[config.mk]
export PLATFORM = sky130hd
export DESIGN_NAME = spi_pwm_regctl_flat
export DESIGN_NICKNAME = d
export VERILOG_FILES = /design/src/rtl/spi_pwm_regctl_if.sv /design/src/rtl/spi_pwm_regctl.sv /design/src/flat_wrapper.sv
export SDC_FILE = /design/constraint.sdc
export NUM_CORES = 1
export LEC_CHECK = 0
export CAP_MARGIN = 40
export CORE_MARGIN = 3
export CORE_UTILIZATION = 30
export DETAILED_ROUTE_END_ITERATION = 7
export PLACE_DENSITY = 0.58
export SYNTH_ARGS = -nofsm -noshare
export SYNTH_HDL_FRONTEND = slang
export SYNTH_SLANG_ARGS = --single-unit
[constraint.sdc]
create_clock -name clk -period 4.6 [get_ports clk]
set_input_delay 0.69 -clock clk [delete_from_list [all_inputs] [get_ports clk]]
set_output_delay 0.69 -clock clk [all_outputs]
set_load 0.01 [all_outputs]
[src/rtl/spi_pwm_regctl_if.sv]
`default_nettype none
// +----------------------------------------------------------------------------+
// | Module : spi_pwm_regctl_if                                                 |
// | Brief  : Byte-level link between the SPI shifter and the register control. |
// | Rev    : 1.0  initial release                                              |
// +----------------------------------------------------------------------------+
interface spi_pwm_regctl_if;
  logic       cs_n;
  logic       rx_valid;
  logic [7:0] rx_byte;
  logic [7:0] tx_byte;
  logic       tx_valid;

  modport master (
    output cs_n,
    output rx_valid,
    output rx_byte,
    input  tx_byte,
    input  tx_valid
  );

  modport slave (
    input  cs_n,
    input  rx_valid,
    input  rx_byte,
    output tx_byte,
    output tx_valid
  );
endinterface
`default_nettype wire

[src/rtl/spi_pwm_regctl.sv]
`default_nettype none
// +----------------------------------------------------------------------------+
// | Module : spi_pwm_regctl                                                    |
// | Brief  : SPI command decoder with shadow/active PWM registers, committed   |
// |          at PWM period end. Optional SPI_PWM_AUTOINC_EN: burst addressing. |
// | Rev    : 1.0  initial release                                              |
// +----------------------------------------------------------------------------+
module spi_pwm_regctl (
  input  logic                   clk,
  input  logic                   rst,
  spi_pwm_regctl_if.slave        spi,
  input  logic                   cfg_commit,
  output logic [3:0]             pwm_en,
  output logic [7:0]             pwm_period,
  output logic [31:0]            pwm_duty,
  output logic                   cmd_err
);

  typedef enum logic [2:0] {
    ST_IDLE  = 3'd0,
    ST_CMD   = 3'd1,
    ST_WDATA = 3'd2,
    ST_RDATA = 3'd3,
    ST_DRAIN = 3'd4
  } state_t;

  localparam logic [7:0] c_id_value     = 8'h96;
  localparam logic [7:0] c_period_reset = 8'hFF;
  localparam logic [2:0] c_addr_status  = 3'd6;

  state_t      r_state;
  state_t      w_state_nxt;
  logic [2:0]  r_addr;
  logic [2:0]  w_addr_nxt;

  logic [3:0]  r_ctrl;
  logic [7:0]  r_period;
  logic [7:0]  r_duty [4];
  logic        r_pending;
  logic [3:0]  r_err_cnt;

  logic [3:0]  r_act_en;
  logic [7:0]  r_act_period;
  logic [31:0] r_act_duty;

  logic [7:0]  r_tx_byte;
  logic        r_tx_valid;
  logic        r_cmd_err;

  logic        w_wr_en;
  logic        w_wr_hit;
  logic        w_rd_load;
  logic [2:0]  w_rd_addr;
  logic [7:0]  w_rd_data;
  logic        w_cmd_bad;

  // Next-state / control decode; cs_n high always wins and drops any byte.
  always_comb begin
    w_state_nxt = r_state;
    w_addr_nxt  = r_addr;
    w_wr_en     = 1'b0;
    w_rd_load   = 1'b0;
    w_rd_addr   = r_addr;
    w_cmd_bad   = 1'b0;
    if (spi.cs_n) begin
      w_state_nxt = ST_IDLE;
    end else begin
      case (r_state)
        ST_IDLE: begin
          w_state_nxt = ST_CMD;
        end
        ST_CMD: begin
          if (spi.rx_valid) begin
            w_addr_nxt = spi.rx_byte[2:0];
            w_rd_addr  = spi.rx_byte[2:0];
            if (spi.rx_byte[6:3] != 4'd0) begin
              w_cmd_bad   = 1'b1;
              w_state_nxt = ST_DRAIN;
            end else if (spi.rx_byte[7]) begin
              w_state_nxt = ST_WDATA;
            end else begin
              w_state_nxt = ST_RDATA;
              w_rd_load   = 1'b1;
            end
          end
        end
        ST_WDATA: begin
          if (spi.rx_valid) begin
            w_wr_en = 1'b1;
`ifdef SPI_PWM_AUTOINC_EN
            w_addr_nxt = r_addr + 3'd1;
`else
            w_state_nxt = ST_DRAIN;
`endif
          end
        end
        ST_RDATA: begin
          if (spi.rx_valid) begin
`ifdef SPI_PWM_AUTOINC_EN
            w_addr_nxt = r_addr + 3'd1;
            w_rd_addr  = w_addr_nxt;
            w_rd_load  = 1'b1;
`else
            w_state_nxt = ST_DRAIN;
`endif
          end
        end
        ST_DRAIN: begin
          w_state_nxt = ST_DRAIN;
        end
        default: begin
          w_state_nxt = ST_IDLE;
        end
      endcase
    end
  end

  // STATUS and ID are read-only, so only addresses 0..5 take writes.
  assign w_wr_hit = w_wr_en && (r_addr < c_addr_status);

  always_comb begin
    w_rd_data = 8'h00;
    case (w_rd_addr)
      3'd0:    w_rd_data = {4'b0000, r_ctrl};
      3'd1:    w_rd_data = r_period;
      3'd2:    w_rd_data = r_duty[0];
      3'd3:    w_rd_data = r_duty[1];
      3'd4:    w_rd_data = r_duty[2];
      3'd5:    w_rd_data = r_duty[3];
      3'd6:    w_rd_data = {r_pending, 3'b000, r_err_cnt};
      default: w_rd_data = c_id_value;
    endcase
  end

  always_ff @(posedge clk) begin
    if (rst) begin
      r_state <= ST_IDLE;
      r_addr  <= 3'd0;
    end else begin
      r_state <= w_state_nxt;
      r_addr  <= w_addr_nxt;
    end
  end

  always_ff @(posedge clk) begin
    if (rst) begin
      r_ctrl       <= 4'd0;
      r_period     <= c_period_reset;
      for (int i = 0; i < 4; i++) begin
        r_duty[i] <= 8'h00;
      end
      r_pending    <= 1'b0;
      r_err_cnt    <= 4'd0;
      r_act_en     <= 4'd0;
      r_act_period <= c_period_reset;
      r_act_duty   <= 32'd0;
      r_tx_byte    <= 8'h00;
      r_tx_valid   <= 1'b0;
      r_cmd_err    <= 1'b0;
    end else begin
      r_tx_valid <= 1'b0;
      r_cmd_err  <= 1'b0;

      if (w_rd_load) begin
        r_tx_byte  <= w_rd_data;
        r_tx_valid <= 1'b1;
      end else if (spi.cs_n || (w_state_nxt == ST_DRAIN)) begin
        r_tx_byte <= 8'h00;
      end

      // Commit samples the shadow before any same-edge write lands; the
      // write below then re-arms pending so the new value goes next period.
      if (cfg_commit && r_pending) begin
        r_act_en     <= r_ctrl;
        r_act_period <= r_period;
        r_act_duty   <= {r_duty[3], r_duty[2], r_duty[1], r_duty[0]};
        r_pending    <= 1'b0;
      end

      if (w_wr_hit) begin
        r_pending <= 1'b1;
        case (r_addr)
          3'd0:    r_ctrl    <= spi.rx_byte[3:0];
          3'd1:    r_period  <= spi.rx_byte;
          3'd2:    r_duty[0] <= spi.rx_byte;
          3'd3:    r_duty[1] <= spi.rx_byte;
          3'd4:    r_duty[2] <= spi.rx_byte;
          default: r_duty[3] <= spi.rx_byte;
        endcase
      end

      if (w_cmd_bad) begin
        r_cmd_err <= 1'b1;
        if (r_err_cnt != 4'hF) begin
          r_err_cnt <= r_err_cnt + 4'd1;
        end
      end
    end
  end

  assign spi.tx_byte  = r_tx_byte;
  assign spi.tx_valid = r_tx_valid;
  assign pwm_en       = r_act_en;
  assign pwm_period   = r_act_period;
  assign pwm_duty     = r_act_duty;
  assign cmd_err      = r_cmd_err;

endmodule
`default_nettype wire

[src/flat_wrapper.sv]
// flat-port wrapper written by rule: the top's interface ports become plain ports
module spi_pwm_regctl_flat 
  (clk, rst, cfg_commit, pwm_en, pwm_period, pwm_duty, cmd_err, spi_cs_n, spi_rx_valid, spi_rx_byte, spi_tx_byte, spi_tx_valid);
  spi_pwm_regctl_if spi_i ();
  input  logic clk;
  input  logic rst;
  input  logic cfg_commit;
  output logic [3:0] pwm_en;
  output logic [7:0] pwm_period;
  output logic [31:0] pwm_duty;
  output logic cmd_err;
  input wire logic [$bits(spi_i.cs_n)-1:0] spi_cs_n;
  input wire logic [$bits(spi_i.rx_valid)-1:0] spi_rx_valid;
  input wire logic [$bits(spi_i.rx_byte)-1:0] spi_rx_byte;
  output wire logic [$bits(spi_i.tx_byte)-1:0] spi_tx_byte;
  output wire logic [$bits(spi_i.tx_valid)-1:0] spi_tx_valid;
  assign spi_i.cs_n = spi_cs_n;
  assign spi_i.rx_valid = spi_rx_valid;
  assign spi_i.rx_byte = spi_rx_byte;
  assign spi_tx_byte = spi_i.tx_byte;
  assign spi_tx_valid = spi_i.tx_valid;
  spi_pwm_regctl u_core (.clk(clk), .rst(rst), .spi(spi_i), .cfg_commit(cfg_commit), .pwm_en(pwm_en), .pwm_period(pwm_period), .pwm_duty(pwm_duty), .cmd_err(cmd_err));
endmodule
Word-level counts from Yosys, hierarchy flattened
Memory sizes are Yosys's and may differ from the RTL's.
Cells that the tools add are included.
{ "op_classes": {"n_addsub": 1, "order_cmp": 1, "eq_ne": 16, "mux": 50, "bitwise": 4, "n_reduce_logical": 14} }
{ "op_table": {"columns": ["cell", "count"], "rows": [
  ["$pmux 8 s7", 1],
  ["$mux 8", 6],
  ["$mux 1", 35],
  ["$mux 3", 7],
  ["$eq 3x2->1 const B", 6],
  ["$eq 3x3->1 const B", 6],
  ["$pmux 3 s4", 1],
  ["$eq 3x1->1 const B", 3],
  ["$logic_not 3->1", 3],
  ["$reduce_and 2->1", 3],
  ["$reduce_or 5->1", 1],
  ["$add 4x1->4 const B", 1],
  ["$ne 4x4->1 const B", 1],
  ["$or 1x1->1", 4],
  ["$reduce_bool 2->1", 2],
  ["$reduce_bool 4->1", 1],
  ["$lt 3x3->1 const B", 1],
  ["$logic_and 1x1->1", 2],
  ["$reduce_or 2->1", 1],
  ["$logic_or 1x1->1", 1]
]} }
{ "totals": {"register_bits": 77, "mem_bits_rw": 32, "input_bits": 13, "elab_cells": 99, "mem_count": 1} }
{ "memory_table": {"columns": ["name", "words", "word_bits", "read_ports", "rd_ports_with_merged_regs", "write_ports", "line_no", "rtl"], "rows": [
  ["u_core.r_duty", 4, 8, 4, 0, 4, "spi_pwm_regctl.sv:38", "logic [7:0] r_duty [4];"]
]} }

Longest topological paths before layout
Gate-level depths: netlist of run 1.
{ "logic_depth": {"word_depth": 9, "depth_mapped": 8, "ltp_nobuf": 6} }

Worst setup path before layout of run 1
OpenSTA, ideal clock, no wires.
{ "synth_path": {"path_type": "input to register", "startpoint": "in spi_cs_n", "endpoint": "reg u_core.r_tx_byte[3] (netlist: u_core.spi.tx_byte[3])", "t_arrival_ns": 2.209, "required_ns": 4.475, "setup_slack_ns": 2.266, "stages": 8, "cell_sequence": "or2_1 > buf_4 > nor2_4 > clkbuf_8 > a21oi_1 > mux2_2 > a32oi_1 > o21ai_0"} }
{ "synth_between": {"elab_chain_len": 4, "elab_cells_between_ends": 15, "classes_between": "7 x eq/ne; 5 x mux; 3 x reduce/logical"} }
{ "synth_lines": {"columns": ["item", "line_no", "rtl"], "rows": [
  ["from (decl)", "flat_wrapper.sv:12", "input wire logic [$bits(spi_i.cs_n)-1:0] spi_cs_n;"],
  ["$mux 3", "spi_pwm_regctl.sv:65", "if (spi.cs_n) begin"],
  ["$eq 3x3->1, or another cell as far along", "spi_pwm_regctl.sv:123", "case (w_rd_addr)"],
  ["$pmux 8 s7 or $logic_or 1x1->1 (tied branches)", "spi_pwm_regctl.sv:123, spi_pwm_regctl.sv:167", null],
  ["$mux 8 or $reduce_bool 2->1 (tied branches)", null, null],
  ["to (signal assigned)", "spi_pwm_regctl.sv:165", "r_tx_byte <= w_rd_data;"],
  ["to (decl)", "spi_pwm_regctl.sv:46", "logic [7:0] r_tx_byte;"]
]} }
Parallel ways exist; a longest one is shown, timed or not.
A chain may end at the register's enable or synchronous reset.

Worst setup path in the final report of run 1
{ "layout_path": {"startpoint": "in spi_cs_n", "endpoint": "reg u_core.r_tx_byte[2] (netlist: u_core.spi.tx_byte[2])"} }
The elaborated chain is that of the path after synthesis.

==> impl_metrics.xml, run 1 <==
<?xml version="1.0" encoding="UTF-8"?>
<metrics>
  <group name="critical_path">
    <metric name="setup_slack_of_the_most_critical_reg_to_reg_path" unit="ps">1960</metric>
    <metric name="rr_endpoint" unit="">u_core.spi.tx_byte[2]</metric>
    <metric name="critical_path_class" unit="">in2reg</metric>
    <metric name="rr_worst_depth" unit="">7</metric>
    <metric name="cp_data_arrival_time" unit="ps">3330</metric>
    <metric name="timing.critical_path.buf_inv" unit="">2</metric>
    <metric name="crit_path_cell_chain" unit="">clkdlybuf4s50_1 &gt; or2_1 &gt; nor2_4 &gt; a21oi_1 &gt; buf_4 &gt; mux2i_1 &gt; o22ai_1 &gt; a211o_1</metric>
    <metric name="path_depth" unit="">8</metric>
    <metric name="critical_path.max_stage_delay" unit="ps">550</metric>
    <metric name="worstSetupEndpoint" unit="">u_core.spi.tx_byte[2]</metric>
    <metric name="setup.worst_path.start_class" unit="">primary input</metric>
    <metric name="cp_data_required_time" unit="ps">4850</metric>
    <metric name="cp-end-kind" unit="">flip-flop</metric>
    <metric name="critical_path.top_delay_family" unit="">compound AO/OA/AOI/OAI gates</metric>
    <metric name="worst_r2r_startpoint" unit="">u_core.r_state[2]</metric>
    <metric name="crit_slowest_cell" unit="">sky130_fd_sc_hd__clkdlybuf4s50_1</metric>
    <metric name="crit_start" unit="">spi_cs_n</metric>
    <metric name="worstPathMaxFanout" unit="">12</metric>
  </group>
  <group name="floorplan">
    <metric name="dieArea" unit="mm2">0.0173</metric>
    <metric name="rows" unit="">45</metric>
    <metric name="initial_utilization" unit="%">30.9</metric>
    <metric name="placeable_core_region" unit="mm2">0.0153</metric>
    <metric name="ioPinCount" unit="">67</metric>
    <metric name="die_height" unit="um">132</metric>
    <metric name="die_x" unit="um">132</metric>
  </group>
  <group name="placed_design">
    <metric name="port-buffer-count" unit="">66</metric>
    <metric name="gpl.final_weighted_congestion" unit="">0.927</metric>
    <metric name="post_place_instance_area" unit="mm2">0.00554</metric>
    <metric name="detailedPlacementHpwl" unit="um">10900</metric>
  </group>
  <group name="pwr">
    <metric name="p_int" unit="mW">1.48</metric>
    <metric name="power.share.combinational" unit="%">4.8</metric>
    <metric name="power.share.sequential" unit="%">53.3</metric>
    <metric name="clockPowerShare" unit="%">42.0</metric>
    <metric name="power.density" unit="mW/mm2">325</metric>
    <metric name="static-leakage-power" unit="nW">1.95</metric>
    <metric name="p_switching" unit="uW">421</metric>
    <metric name="ir_drop" unit="mV">0.252</metric>
    <metric name="p_sw_share" unit="%">22.2</metric>
  </group>
  <group name="grt">
    <metric name="grt_first_pass_wirelength" unit="um">23500</metric>
    <metric name="grt_max_degree" unit="">79</metric>
    <metric name="grt.overflow.total" unit="">0</metric>
    <metric name="global_route_usage_sum" unit="%">17.6</metric>
    <metric name="initial_antenna_violation_count" unit="">0</metric>
    <metric name="first_global_vias" unit="">3997</metric>
  </group>
  <group name="sta">
    <metric name="setup_tns_final" unit="ps">0</metric>
    <metric name="tightestPinTransition" unit="ps">876</metric>
    <metric name="max_slew_margin" unit="%">41.5</metric>
    <metric name="max_freq" unit="MHz">324</metric>
    <metric name="final_max_slew_viol_count" unit="">0</metric>
    <metric name="timing.clock.skew" unit="ps">5.48</metric>
    <metric name="post_layout_minimum_cycle_time" unit="ps">3080</metric>
    <metric name="period_share" unit="%">67.0</metric>
    <metric name="grt_setup_unrepaired" unit="">false</metric>
    <metric name="final-setup-viol-count" unit="">0</metric>
    <metric name="final-hold-violation-count" unit="">0</metric>
  </group>
  <group name="final_layout">
    <metric name="fillCellCount" unit="">1572</metric>
    <metric name="synthesis_to_finish_area_growth" unit="%">23.5</metric>
    <metric name="diodes" unit="">0</metric>
    <metric name="layout_commonest_cell" unit="">sky130_fd_sc_hd__nand2_1</metric>
    <metric name="layout_common_cells" unit="">sky130_fd_sc_hd__nand2_1, sky130_fd_sc_hd__dfxtp_1, sky130_fd_sc_hd__clkdlybuf4s50_1, sky130_fd_sc_hd__a21oi_1, sky130_fd_sc_hd__edfxtp_1</metric>
    <metric name="fin_nets" unit="">563</metric>
    <metric name="layout-drive-gt1-share" unit="%">8.48</metric>
    <metric name="fin_area" unit="mm2">0.00585</metric>
  </group>
  <group name="clocking">
    <metric name="holdBufCountCts" unit="">0</metric>
    <metric name="cts_setup_buffers" unit="">0</metric>
    <metric name="cts-resized-gates" unit="">0</metric>
    <metric name="cts_root_buffer" unit="">sky130_fd_sc_hd__clkbuf_16</metric>
    <metric name="tritoncts" unit="">built</metric>
    <metric name="numCtsBuffers" unit="">9</metric>
    <metric name="cts-htree-levels" unit="">3</metric>
    <metric name="clk_pin_slew" unit="ps">70</metric>
    <metric name="cts.sink_count" unit="">109</metric>
    <metric name="clock_insertion_delay_worst_skew" unit="ps">350</metric>
    <metric name="max-clock-path-buffers" unit="">2</metric>
  </group>
  <group name="logic_synthesis">
    <metric name="syn-mean-instance-area" unit="um2">9.55</metric>
    <metric name="synth.ff_latch_count" unit="">109</metric>
    <metric name="edff_count_synth" unit="">32</metric>
    <metric name="async_flop_share" unit="%">0</metric>
    <metric name="synth_fp_nets" unit="">510</metric>
    <metric name="synth.top_cell.area_share" unit="%">32.6</metric>
    <metric name="ys_seq_area_share" unit="%">52.9</metric>
    <metric name="postSynth.topFlopCell" unit="">sky130_fd_sc_hd__dfxtp_1</metric>
    <metric name="synthesis.yosys.warnings" unit="">0</metric>
    <metric name="synth_area_leaders" unit="">sky130_fd_sc_hd__dfxtp_1, sky130_fd_sc_hd__edfxtp_1, sky130_fd_sc_hd__nand2_1</metric>
    <metric name="instance_count_of_the_mapped_netlist" unit="">496</metric>
    <metric name="synthesis.area" unit="mm2">0.00473</metric>
    <metric name="post_synth_num_cell_types" unit="">67</metric>
    <metric name="yosysTopAreaCell" unit="">sky130_fd_sc_hd__dfxtp_1</metric>
  </group>
  <group name="drt">
    <metric name="initialDrtViolationCount" unit="">277</metric>
    <metric name="routed_wl" unit="um">15200</metric>
    <metric name="detail_route.wl_per_cell" unit="um">19.8</metric>
    <metric name="routed_vias" unit="">3920</metric>
    <metric name="remaining_drc_errors" unit="">0</metric>
    <metric name="ant_nets" unit="">0</metric>
    <metric name="dr.pass1.iters" unit="">4</metric>
    <metric name="vias_per_cell" unit="">5.12</metric>
  </group>
  <group name="run">
    <metric name="drv.max_cap_violation_count" unit="">0</metric>
  </group>
  <group name="worst_hold_path">
    <metric name="worst_hold_path_type" unit="">reg2reg</metric>
  </group>
  <group name="status">
    <metric name="run_status" unit="">finished clean</metric>
  </group>
</metrics>
power by group through the flow:
stage | combinational, mW | clock [mW] | sequential [mW]
2_1_floorplan | 0.0539 | 0 | 1.02
3_3_place_gp | 0.0894 | 0 | 1.03
3_5_place_dp | 0.0896 | 0 | 1.03
4_1_cts | 0.0899 | 0.823 | 1.01
5_1_grt | 0.0965 | 0.855 | 1.01
6_report | 0.0905 | 0.797 | 1.01
sequential cells by signal, summed over array words and instances (netlist names):
name / flops
u_core.cmd_err: 1
u_core.pwm_duty: 32
u_core.pwm_en: 4
u_core.pwm_period: 8
u_core.r_addr: 3
u_core.r_ctrl: 4
u_core.r_duty: 32
u_core.r_err_cnt: 4
u_core.r_pending: 1
u_core.r_period: 8
u_core.r_state: 3
u_core.spi.tx_byte: 8
u_core.spi.tx_valid: 1
Yosys cell counts (all sizes together), types with 4 or more instances:
cell,count
nor4,7
nor3,10
nand2b,6
o21ai,13
nor2b,10
dfxtp,77
a22o,7
nand3b,9
buf,7
a211o,10
nand2,103
a21oi,54
and2,31
nand3,6
or4,5
clkbuf,22
mux2i,10
a31o,4
o31ai,5
edfxtp,32
nor2,19
nor3b,4
area by class of cell:
type	count	area (um2)	area share, %
Clock buffer	13	260	4.45
Sequential cell	109	2500	42.8
Tap cell	211	264	4.52
Inverter	3	11.3	0.193
Multi-Input combinational cell	354	2060	35.3
Timing Repair Buffer	72	701	12.0
Clock inverter	3	45.0	0.770
kinds of logic after synthesis:
family	count (synthesis)	synth area share (%)
xor gates and xnor gates	3	0.555
buffers and inverters	33	3.59
DFF	109	52.9
and+or+nand+nor	217	23.2
adders and majority gates	1	0.264
AOI/OAI and AO/OA	120	16.7
muxes	13	2.83
metrics by stage:
step / std cells / util (%) / worst slack, ps / total power [mW] / hold WS, ps
2_1_floorplan: 496 / - / 2270 / 1.08 / 444
3_3_place_gp: 748 / 36.1 / 978 / 1.12 / 445
3_5_place_dp: 749 / 36.2 / 1190 / 1.12 / 447
4_1_cts: 765 / 38.2 / 1560 / 1.92 / 457
5_1_grt: 765 / 38.2 / 1420 / 1.96 / 471
6_report: 765 / 38.2 / 1520 / 1.90 / 455
layer usage:
| metal | part of all wire, % | GRT usage [%] | routed length, um |
|---|---|---|---|
| met1 | 47 | 24.2 | 7150 |
| met2 | 46 | 27.8 | 7000 |
| met3 | 4.5 | 3.56 | 680 |
| met4 | 2.2 | 5.95 | 326 |
| met5 | 0 | 0 | 0 |
worst min path at each step:
stage	from	slack, ps	depth (start not counted)	endpoint
2_1_floorplan	u_core.r_ctrl[1]	440	2	u_core.pwm_en[1]
3_3_place_gp	u_core.pwm_duty[6]	450	2	u_core.pwm_duty[6]
3_5_place_dp	u_core.pwm_duty[6]	450	2	u_core.pwm_duty[6]
4_1_cts	u_core.pwm_duty[6]	460	2	u_core.pwm_duty[6]
5_1_grt	u_core.pwm_duty[14]	470	2	u_core.pwm_duty[14]
6_report	u_core.pwm_duty[7]	460	2	u_core.pwm_duty[7]
worst register-to-register path: cells and delay by family, from the launching register on:
family,cells,cell delay [ps]
flip-flops,1,430
AO/OA/AOI/OAI,3,910
multiplexers,1,330
AND/OR/NAND/NOR,2,600
buffers and inverters,1,260
(Power assumes the default switching activity.)
==> inputs of run 2 (changes only) <==
--- a/config.mk
+++ b/config.mk
@@ -9,7 +9,7 @@
 export CORE_MARGIN = 3
 export CORE_UTILIZATION = 30
 export DETAILED_ROUTE_END_ITERATION = 7
-export PLACE_DENSITY = 0.58
+export PLACE_DENSITY = 0.6
 export SYNTH_ARGS = -nofsm -noshare
 export SYNTH_HDL_FRONTEND = slang
 export SYNTH_SLANG_ARGS = --single-unit
==> constraint.sdc (replaced) <==
create_clock -name clk -period 2.6 [get_ports clk]
set_input_delay 0.39 -clock clk [delete_from_list [all_inputs] [get_ports clk]]
set_output_delay 0.39 -clock clk [all_outputs]
set_load 0.01 [all_outputs]
==> impl_metrics.xml, run 2 (same netlist as run 1, synthesis figures left out) <==
<?xml version="1.0" encoding="UTF-8"?>
<metrics>
  <group name="final_layout">
    <metric name="layout_common_cells" unit="">sky130_fd_sc_hd__nand2_1, sky130_fd_sc_hd__dfxtp_1, sky130_fd_sc_hd__clkdlybuf4s50_1, sky130_fd_sc_hd__buf_4, sky130_fd_sc_hd__a21oi_1</metric>
    <metric name="ff_latch_area" unit="mm2">0.00250</metric>
    <metric name="multi_input_gate_area" unit="mm2">0.00206</metric>
    <metric name="layout-drive-gt1-share" unit="%">17.0</metric>
    <metric name="postLayoutCoreUtil" unit="%">41.1</metric>
    <metric name="diodes" unit="">0</metric>
    <metric name="fin_nets" unit="">619</metric>
    <metric name="layoutNonFillerInstCount" unit="">821</metric>
    <metric name="fillCellCount" unit="">1556</metric>
    <metric name="synthesis_to_finish_area_growth" unit="%">32.9</metric>
    <metric name="layout_commonest_cell" unit="">sky130_fd_sc_hd__nand2_1</metric>
  </group>
  <group name="critical_path">
    <metric name="cp-end-kind" unit="">flip-flop</metric>
    <metric name="worstPathMaxFanout" unit="">8</metric>
    <metric name="critical_path.max_stage_delay" unit="ps">470</metric>
    <metric name="setup_slack_of_the_most_critical_reg_to_reg_path" unit="ps">430</metric>
    <metric name="critical-path-top-cell-by-count" unit="">sky130_fd_sc_hd__buf_4</metric>
    <metric name="crit_path_cell_chain" unit="">clkdlybuf4s50_1 &gt; or2_1 &gt; buf_4 &gt; nor3_2 &gt; buf_4 &gt; nand2_1 &gt; nor4_1 &gt; buf_4 &gt; and2_2</metric>
    <metric name="crit_slowest_cell" unit="">sky130_fd_sc_hd__clkdlybuf4s50_1</metric>
    <metric name="critical_path.top_delay_family" unit="">simple AND/OR/NAND/NOR gates</metric>
    <metric name="cp_data_arrival_time" unit="ps">2530</metric>
    <metric name="timing.critical_path.buf_inv" unit="">4</metric>
    <metric name="cp_data_required_time" unit="ps">2830</metric>
    <metric name="setup.worst_path.start_class" unit="">primary input</metric>
    <metric name="critical_path_class" unit="">in2reg</metric>
  </group>
  <group name="clocking">
    <metric name="cts-resized-gates" unit="">0</metric>
    <metric name="numCtsBuffers" unit="">9</metric>
    <metric name="cts-htree-levels" unit="">3</metric>
    <metric name="clk_pin_slew" unit="ps">80</metric>
    <metric name="cts_setup_buffers" unit="">0</metric>
    <metric name="holdBufCountCts" unit="">0</metric>
    <metric name="max-clock-path-buffers" unit="">2</metric>
    <metric name="clock_insertion_delay_worst_skew" unit="ps">350</metric>
    <metric name="tritoncts" unit="">built</metric>
    <metric name="cts_root_buffer" unit="">sky130_fd_sc_hd__clkbuf_16</metric>
    <metric name="cts.sink_count" unit="">109</metric>
  </group>
  <group name="grt">
    <metric name="grt.overflow.total" unit="">0</metric>
    <metric name="initial_antenna_violation_count" unit="">0</metric>
    <metric name="global_route_usage_sum" unit="%">18.3</metric>
    <metric name="grt_max_degree" unit="">79</metric>
    <metric name="grt_first_pass_wirelength" unit="um">24000</metric>
    <metric name="first_global_vias" unit="">4036</metric>
  </group>
  <group name="floorplan">
    <metric name="initial_utilization" unit="%">30.9</metric>
    <metric name="placeable_core_region" unit="mm2">0.0153</metric>
    <metric name="die_x" unit="um">132</metric>
    <metric name="rows" unit="">45</metric>
    <metric name="die_height" unit="um">132</metric>
    <metric name="ioPinCount" unit="">67</metric>
    <metric name="dieArea" unit="mm2">0.0173</metric>
  </group>
  <group name="drt">
    <metric name="dr.pass1.iters" unit="">4</metric>
    <metric name="initialDrtViolationCount" unit="">311</metric>
    <metric name="ant_nets" unit="">0</metric>
    <metric name="routed_wl" unit="um">15600</metric>
    <metric name="routed_vias" unit="">4043</metric>
    <metric name="detail_route.wl_per_cell" unit="um">19.0</metric>
    <metric name="vias_per_cell" unit="">4.92</metric>
    <metric name="remaining_drc_errors" unit="">0</metric>
  </group>
  <group name="sta">
    <metric name="final-setup-viol-count" unit="">0</metric>
    <metric name="grt_setup_unrepaired" unit="">false</metric>
    <metric name="max_freq" unit="MHz">436</metric>
    <metric name="final_max_slew_viol_count" unit="">0</metric>
    <metric name="post-route-worst-setup-slack" unit="ps">305</metric>
    <metric name="timing.clock.skew" unit="ps">10.5</metric>
    <metric name="period_share" unit="%">88.3</metric>
    <metric name="setup_tns_final" unit="ps">0</metric>
    <metric name="post_layout_minimum_cycle_time" unit="ps">2300</metric>
    <metric name="tightestPinTransition" unit="ps">769</metric>
    <metric name="final-hold-violation-count" unit="">0</metric>
    <metric name="max_slew_margin" unit="%">48.7</metric>
  </group>
  <group name="status">
    <metric name="run_status" unit="">finished clean</metric>
  </group>
  <group name="placed_design">
    <metric name="gpl.final_weighted_congestion" unit="">0.919</metric>
    <metric name="dp.cells" unit="">805</metric>
    <metric name="detailedPlacementHpwl" unit="um">12000</metric>
    <metric name="port-buffer-count" unit="">66</metric>
    <metric name="detailedPlace.worstSlack" unit="ps">-60.0</metric>
  </group>
  <group name="pwr">
    <metric name="static-leakage-power" unit="nW">2.24</metric>
    <metric name="fin_total_pwr" unit="mW">3.35</metric>
    <metric name="power.density" unit="mW/mm2">533</metric>
    <metric name="ir_drop" unit="mV">0.381</metric>
  </group>
  <group name="worst_hold_path">
    <metric name="worst_hold_path_type" unit="">in2reg</metric>
  </group>
  <group name="run">
    <metric name="drv.max_cap_violation_count" unit="">0</metric>
  </group>
</metrics>
## run 2: cell count changes in the layout (fill, tap and decap cells not counted), moves of 2 or more
cell / before / now
sky130_fd_sc_hd__clkbuf_1: 2 / 0
sky130_fd_sc_hd__buf_12: 0 / 3
sky130_fd_sc_hd__clkinvlp_4: 2 / 0
sky130_fd_sc_hd__clkinv_4: 0 / 2
sky130_fd_sc_hd__buf_4: 6 / 59
sky130_fd_sc_hd__inv_8: 0 / 2
## run 2: through the flow
stage,hold WS [ps],cell area (um2)
2_1_floorplan,444,4730
3_3_place_gp,443,6000
3_5_place_dp,446,6000
4_1_cts,388,6290
5_1_grt,413,6290
6_report,403,6290
## run 2: routing by layer
metal | vias to the layer above | global-route usage (%) | part of all wire [%]
met5 | - | 0 | 0
met4 | 0 | 5.89 | 1.9
met3 | 16 | 3.10 | 4.6
met2 | 97 | 29.9 | 47
met1 | 1942 | 24.6 | 47
li1 | 1988 | - | -
## run 2: report_power, final
group	internal [mW]	switching (mW)
clock	0.696	0.667
sequential	1.76	0.0236
combinational	0.0845	0.117
total	2.55	0.807
## run 2: path summary, 6_finish.rpt
check | depth (start not counted) | start | end
min | 3 | rst | u_core.r_state[0]
max reg2reg | 8 | u_core.r_state[0] | u_core.spi.tx_byte[4]
min reg2reg | 2 | u_core.pwm_duty[16] | u_core.pwm_duty[16]
max | 9 | spi_cs_n | u_core.r_duty[2][3]
## run 2: area by class of cell
cell class,instances,area share [%]
Multi-Input combinational cell,354,32.8
Clock buffer,10,3.80
Timing Repair Buffer,128,18.4
Sequential cell,109,39.8
Tap cell,211,4.20
Inverter,3,0.179
Clock inverter,6,0.855
## run 2: worst min-delay path, cell delays in order
cell                      delay, ps
sky130_fd_sc_hd__buf_2          100
sky130_fd_sc_hd__or3_2          170
sky130_fd_sc_hd__a21oi_1         50
